`src/rtl/spi_flash_target_if.sv`:
```
// SPI serial bus between an initiator and the flash target.
//   spi_clk : SPI clock, mode 0, idle low        (initiator -> target)
//   spi_cs  : chip select, active low            (initiator -> target)
//   spi_di  : serial data into target, MSB first (initiator -> target)
//   spi_do  : serial data out of target, MSB first (target -> initiator)
interface spi_flash_target_if;
  logic spi_clk;
  logic spi_cs;
  logic spi_di;
  logic spi_do;

  modport master (output spi_clk, output spi_cs, output spi_di, input spi_do);
  modport slave  (input spi_clk, input spi_cs, input spi_di, output spi_do);
endinterface

```
`src/rtl/spi_flash_target.sv`:
```
// SPI flash target model: RDSR, WREN, WRDI, READ and PP on a small internal
// byte memory, with a timed write-in-progress phase after each page program.
//   clk_i   : system clock (SPI pins are oversampled on it)
//   rst_ni  : asynchronous active-low reset
//   spi     : SPI bus, slave side
//   busy_o  : status bit 0 (WIP)
//   wel_o   : status bit 1 (WEL)
module spi_flash_target #(
  parameter int DEPTH       = 256,
  parameter int PROG_CYCLES = 64
) (
  input  logic          clk_i,
  input  logic          rst_ni,
  spi_flash_target_if.slave spi,
  output logic          busy_o,
  output logic          wel_o
);
  localparam int AW = $clog2(DEPTH);
  localparam int CW = $clog2(PROG_CYCLES + 1);

  typedef enum logic [2:0] {IDLE, CMD, ADDR, RD_DATA, WR_DATA, STATUS, IGNORE} state_t;

  state_t          state, state_n;
  logic [1:0]      clk_sync, cs_sync, di_sync, sync_vld;
  logic            sclk_q, armed;
  logic            sclk_s, cs_s, di_s, rise, fall;
  logic [4:0]      bit_cnt;
  logic [2:0]      obit;
  logic [6:0]      sr;
  logic [7:0]      in_byte, rd_byte, stat_byte;
  logic [AW-1:0]   addr;
  logic            is_pp, wrote, do_r, wip, wel;
  logic [CW-1:0]   wip_cnt;
  logic            set_wel, clr_wel, mem_we;

  // Stored inverted so a zero-initialised array reads back as erased (0xFF).
  logic [7:0]      mem_n [DEPTH];

  // Pin synchronizers. sync_vld masks the reset-forced cs=1 so that only a
  // genuinely sampled high chip select arms the target for a new frame.
  always_ff @(posedge clk_i or negedge rst_ni) begin
    if (!rst_ni) begin
      clk_sync <= 2'b00;
      cs_sync  <= 2'b11;
      di_sync  <= 2'b00;
      sync_vld <= 2'b00;
      sclk_q   <= 1'b0;
      armed    <= 1'b0;
    end else begin
      clk_sync <= {clk_sync[0], spi.spi_clk};
      cs_sync  <= {cs_sync[0], spi.spi_cs};
      di_sync  <= {di_sync[0], spi.spi_di};
      sync_vld <= {sync_vld[0], 1'b1};
      sclk_q   <= clk_sync[1];
      if (sync_vld[1] && cs_sync[1]) armed <= 1'b1;
    end
  end

  assign sclk_s    = clk_sync[1];
  assign cs_s      = cs_sync[1];
  assign di_s      = di_sync[1];
  assign rise      = sclk_s & ~sclk_q;
  assign fall      = ~sclk_s & sclk_q;
  assign in_byte   = {sr, di_s};
  assign rd_byte   = ~mem_n[addr];
  assign stat_byte = {6'b0, wel, wip};

  always_ff @(posedge clk_i or negedge rst_ni) begin
    if (!rst_ni) state <= IDLE;
    else         state <= state_n;
  end

  always_comb begin
    state_n = state;
    set_wel = 1'b0;
    clr_wel = 1'b0;
    mem_we  = 1'b0;
    if (cs_s) begin
      state_n = IDLE;
    end else begin
      case (state)
        IDLE: if (armed) state_n = CMD;
        CMD: if (rise && bit_cnt == 5'd7) begin
          if (in_byte == 8'h05)  state_n = STATUS;  // allowed while busy
          else if (wip)          state_n = IGNORE;
          else begin
            state_n = IGNORE;
            case (in_byte)
              8'h06: set_wel = 1'b1;
              8'h04: clr_wel = 1'b1;
              8'h03: state_n = ADDR;
              8'h02: if (wel) state_n = ADDR;
              default: ;
            endcase
          end
        end
        ADDR: if (rise && bit_cnt == 5'd23) state_n = is_pp ? WR_DATA : RD_DATA;
        WR_DATA: mem_we = rise && bit_cnt == 5'd7;
        default: ;
      endcase
    end
  end

  always_ff @(posedge clk_i or negedge rst_ni) begin
    if (!rst_ni) begin
      bit_cnt <= '0;
      obit    <= '0;
      sr      <= '0;
      addr    <= '0;
      is_pp   <= 1'b0;
      wrote   <= 1'b0;
      do_r    <= 1'b1;
      wip     <= 1'b0;
      wel     <= 1'b0;
      wip_cnt <= '0;
    end else begin
      if (wip) begin
        wip_cnt <= wip_cnt - 1'b1;
        if (wip_cnt <= CW'(1)) begin
          wip <= 1'b0;
          wel <= 1'b0;
        end
      end
      if (set_wel) wel <= 1'b1;
      if (clr_wel) wel <= 1'b0;

      if (cs_s) begin
        bit_cnt <= '0;
        obit    <= '0;
        do_r    <= 1'b1;
        wrote   <= 1'b0;
        if (state == WR_DATA && wrote) begin
          wip     <= 1'b1;
          wip_cnt <= CW'(PROG_CYCLES);
        end
      end else begin
        if (rise) begin
          sr <= in_byte[6:0];
          case (state)
            CMD: begin
              bit_cnt <= (bit_cnt == 5'd7) ? 5'd0 : bit_cnt + 5'd1;
              if (bit_cnt == 5'd7) is_pp <= (in_byte == 8'h02);
            end
            ADDR: begin
              // Shifting all 24 bits through an AW-wide register keeps only
              // the low address bits.
              addr    <= {addr[AW-2:0], di_s};
              bit_cnt <= (bit_cnt == 5'd23) ? 5'd0 : bit_cnt + 5'd1;
            end
            WR_DATA: begin
              bit_cnt <= (bit_cnt == 5'd7) ? 5'd0 : bit_cnt + 5'd1;
              if (bit_cnt == 5'd7) begin
                addr  <= addr + 1'b1;
                wrote <= 1'b1;
              end
            end
            default: ;
          endcase
        end
        if (fall) begin
          case (state)
            RD_DATA: begin
              do_r <= rd_byte[~obit];  // ~obit == 7-obit: MSB first
              obit <= obit + 3'd1;
              if (obit == 3'd7) addr <= addr + 1'b1;
            end
            STATUS: begin
              do_r <= stat_byte[~obit];
              obit <= obit + 3'd1;
            end
            default: do_r <= 1'b1;
          endcase
        end
      end
    end
  end

  always_ff @(posedge clk_i) begin
    if (mem_we) mem_n[addr] <= ~in_byte;
  end

  assign spi.spi_do = do_r;
  assign busy_o     = wip;
  assign wel_o      = wel;
endmodule

```
`src/flat_wrapper.sv`:
```
// flat-port wrapper written by rule: the top's interface ports become plain ports
module spi_flash_target_flat 
#(
  parameter int DEPTH       = 256,
  parameter int PROG_CYCLES = 64
)
  (clk_i, rst_ni, busy_o, wel_o, spi_spi_clk, spi_spi_cs, spi_spi_di, spi_spi_do);
  spi_flash_target_if spi_i ();
  input  logic clk_i;
  input  logic rst_ni;
  output logic busy_o;
  output logic wel_o;
  input wire logic [$bits(spi_i.spi_clk)-1:0] spi_spi_clk;
  input wire logic [$bits(spi_i.spi_cs)-1:0] spi_spi_cs;
  input wire logic [$bits(spi_i.spi_di)-1:0] spi_spi_di;
  output wire logic [$bits(spi_i.spi_do)-1:0] spi_spi_do;
  assign spi_i.spi_clk = spi_spi_clk;
  assign spi_i.spi_cs = spi_spi_cs;
  assign spi_i.spi_di = spi_spi_di;
  assign spi_spi_do = spi_i.spi_do;
  spi_flash_target #(.DEPTH(DEPTH), .PROG_CYCLES(PROG_CYCLES)) u_core (.clk_i(clk_i), .rst_ni(rst_ni), .spi(spi_i), .busy_o(busy_o), .wel_o(wel_o));
endmodule
```
`config.mk`:
```
export PLATFORM = sky130hd
export DESIGN_NAME = spi_flash_target_flat
export DESIGN_NICKNAME = d
export VERILOG_FILES = /design/src/rtl/spi_flash_target_if.sv /design/src/rtl/spi_flash_target.sv /design/src/flat_wrapper.sv
export SDC_FILE = /design/constraint.sdc
export NUM_CORES = 2
export LEC_CHECK = 0
export BUFFER_PORTS_ARGS = -buffer_cell sky130_fd_sc_hd__buf_2
export CAP_MARGIN = 20
export CORE_MARGIN = 2
export CORE_UTILIZATION = 55
export CTS_CLUSTER_SIZE = 40
export DETAILED_ROUTE_END_ITERATION = 10
export GPL_TIMING_DRIVEN = 1
export PLACE_DENSITY_LB_ADDON = 0.15
export SLEW_MARGIN = 5
export SYNTH_ARGS = -nofsm -noshare
export SYNTH_HDL_FRONTEND = slang
export SYNTH_SLANG_ARGS = --single-unit
export TNS_END_PERCENT = 100
```
`constraint.sdc`:
```
create_clock -name clk_i -period 4.9 [get_ports clk_i]
set_input_delay 0.98 -clock clk_i [delete_from_list [all_inputs] [get_ports clk_i]]
set_output_delay 0.98 -clock clk_i [all_outputs]
set_load 0.005 [all_outputs]
```
==> results.cfg <==
[power]
p_leak_nw = 28.7
total_power_mw = 45.5
clkPwrFrac = 0.339
p_sw_frac = 0.280
combPwrFrac = 0.202
worst_ir_drop_vdd_v = 0.000413
power_switching_mw = 12.7
p_seq_frac = 0.459
power_density_mw_per_mm2 = 491
p_int_mw = 32.7

[timing]
min_period_over_period = 0.991
fin_ws_ns = 0.0456
rsz0062_at_grt = no
fin_skew_ns = 0.0539
worst_pin_slew_ns = 1.17
final_hold_viol_count = 0
max_freq_ghz = 0.206
fin_crit_ns = 4.85
slew_headroom = 0.222
finalMaxSlewViolations = 0
setup_tns_ns = 0
setup_viol_count_final = 0

[synthesis]
ys_seq_elements = 2096
synth_warnings = 0
yosysSeqAreaShare = 0.761
synth_flop_cell = edfxtp_1
synth_nets = 3967
yosysTopAreaCell = edfxtp_1
synth_cell_types = 76
synth-edff-count = 2048
synthCells = 3953
syn-cell-area_mm2 = 0.0824
avgSynthCellArea_um2 = 20.8
synth_area_leaders = edfxtp_1 (75%), mux4_2 (13%), mux2i_1 (1.9%)
yosysTopAreaCellShare = 0.747
ys_async_sr_fraction = 0.0229

[layout]
syn2layout_area_growth_pct = 12.4
final-seq-area_mm2 = 0.0627
fill_cells = 10359
antenna_cells = 0
drive_above_1_share = 0.259
fin_util = 0.620
finalNetCount = 4240
fin_cells = 6346
multi_input_area_mm2 = 0.0182

[routing]
routed-via-count = 42019
drt-total-wl_um = 214000
drc = 0
dr.first_iter.drc_count = 5091
avgViaCountPerCell = 6.62
avgRoutedWirePerCell_um = 33.7
drtAntennaViolNets = 0
firstDrtPassIters = 8

[setup_path]
critPathKind = reg2reg
worst_r2r_endpoint = u_core.spi.spi_do$_DFFE_PN1P_
r2r_slack_ns = 0.05
timing.rr.start = u_core.addr[1]$_DFFE_PN0N_
reg2reg_depth = 11
endpoint_kind = register
cp.arrival_ns = 5.63
startpoint_type = register
crit_start = u_core.addr[1]$_DFFE_PN0N_
crit_required_ns = 5.68
worst-path-max-fanout = 38

[min_path]
hold_path_depth = 1
hp-class = in2reg
whs_endpoint = u_core.cs_sync[0]$_DFF_PN1_
min_from = spi_spi_cs

[die]
rows = 142
die_h_um = 391
io_pins = 8
design.core.area_mm2 = 0.149
dieArea_mm2 = 0.153
start_util = 0.552
die_x_um = 391

[placement]
io_buffers = 7
dp.cells = 5962
place_ws_ns = 0.271
gp_congestion = 0.903
place_hpwl_um = 132000

[flow_run]
drv_cap = 0

[clock_network]
htree_levels = 4
clockRootBuffer = clkbuf_16
cts_tree = built
insertion_delay_ns = 0.88
cts_buffers = 205
clock_path_buffers = 3
numClockSinks = 2096
path_clk_slew_ns = 0.07
cts.repair.resized = 0

[grt]
grt_pass1_wl_um = 305000
antenna_found_initial = 3
grt_pass1_vias = 41062
grt_max_degree = 180
track_usage = 0.284
grt-ovfl-total = 0

[outcome]
outcome = complete, no violations
[critical path, stage by stage, from the launching register on]
cell and delay (ns):
dfrtp_4 1.01, buf_4 0.52, mux4_2 0.40, a22o_1 0.23, a221oi_1 0.64, o22ai_1 0.21, o31ai_1 0.65, buf_4 0.23
nand4_1 0.24, o22ai_1 0.20, a31oi_1 0.07, a2bb2o_2 0.28
[routing by layer]
| metal | up-vias | track usage | routed length [um] |
|---|---|---|---|
| li1 | 16926 | - | - |
| met5 | - | 0 | 53 |
| met3 | 393 | 0.0709 | 21400 |
| met4 | 8 | 0.0908 | 6980 |
| met2 | 2302 | 0.425 | 98800 |
| met1 | 22390 | 0.415 | 86600 |
[cells by family after synthesis]
group,after synthesis,share of synthesized area
flops,2096,0.761
mux,675,0.160
simple gates,593,0.0306
compound gates,314,0.0264
buf+inv,255,0.0194
xor+xnor,10,0.00106
fa+ha+maj,9,0.00137
other cells,1,0.0000455
[power by group through the flow]
stage	Sequential [mW]	Combinational (mW)	Clock [mW]
3_5_place_dp	21.2	9.14	0
3_3_place_gp	21.2	9.08	0
2_1_floorplan	21.2	6.11	0
6_report	20.9	9.19	15.4
5_1_grt	20.9	9.60	16.3
4_1_cts	20.8	9.17	15.6
[how the worst max path moves through the flow]
stage	depth (start not counted)	end
after detailed placement	11	u_core.spi.spi_do$_DFFE_PN1P_
final	11	u_core.spi.spi_do$_DFFE_PN1P_
after floorplan	6	u_core.state[1]$_DFFE_PN0P_
after CTS	11	u_core.spi.spi_do$_DFFE_PN1P_
after global routing	11	u_core.spi.spi_do$_DFFE_PN1P_
after global placement	11	u_core.spi.spi_do$_DFFE_PN1P_
[per-stage QoR]
step	area, um2	hold WS, ns
after detailed placement	85900	0.336
after CTS	92600	0.193
final	92600	0.244
after global placement	85900	0.336
after global routing	92600	0.217
after floorplan	82400	0.331
[area by class of cell]
cell class / count / area share
tap: 1944 / 0.0263
timing repair buffer: 301 / 0.0265
multi-input combinational: 1602 / 0.196
clock buffer: 271 / 0.0593
sequential: 2096 / 0.678
inverter: 20 / 0.00154
clock inverter: 112 / 0.0123
[cells in the final DEF (no fill, tap or decap), types with 13 or more instances in the layout]
master     count
edfxtp_1    2048
buf_12        17
nand2_1      131
bufinv_16     13
clkbuf_16    206
nand3_1       32
nor3_1        27
a21oi_1       55
dfrtp_1       39
a22oi_1       73
clkinv_2      32
a31oi_1       15
o22ai_1       23
o21ai_0       42
mux4_1        16
a221oi_1      23
clkbuf_1      56
mux4_2       491
mux2i_1      156
a22o_1        13
buf_4        276
clkinv_1      43
nor2_1       313
[registers in the layout, summed over array words and instances, names as in the netlist, 2 cells and up]
name / count
u_core.sr: 7
u_core.obit: 3
u_core.addr: 8
u_core.di_sync: 2
u_core.clk_sync: 2
u_core.sync_vld: 2
u_core.state: 3
u_core.bit_cnt: 5
u_core.wip_cnt: 7
u_core.cs_sync: 2
u_core.mem_n: 2048
[cells in the mapped netlist, drive strengths merged (7+ instances only)]
master	n
edfxtp	2048
mux4	507
nor2	318
mux2i	156
buf	147
nand2	142
clkbuf	88
a22oi	73
a21oi	55
dfrtp	45
o21ai	45
nand3	32
nor3	27
a221oi	24
o22ai	23
inv	20
a31oi	15
nor2b	15
a22o	13
mux2	12
a32oi	10
nand4	10
ha	9
nand2b	9
a211oi	7
and2	7
nor4	7
[timing repair]
item,4_1_cts,5_1_grt
endpoints found under the hold margin,13,0
endpoints found under the setup margin,0,0
hold buffers,1,0
buffers inserted,0,0
Note: power is estimated with default switching activity, not from simulation.
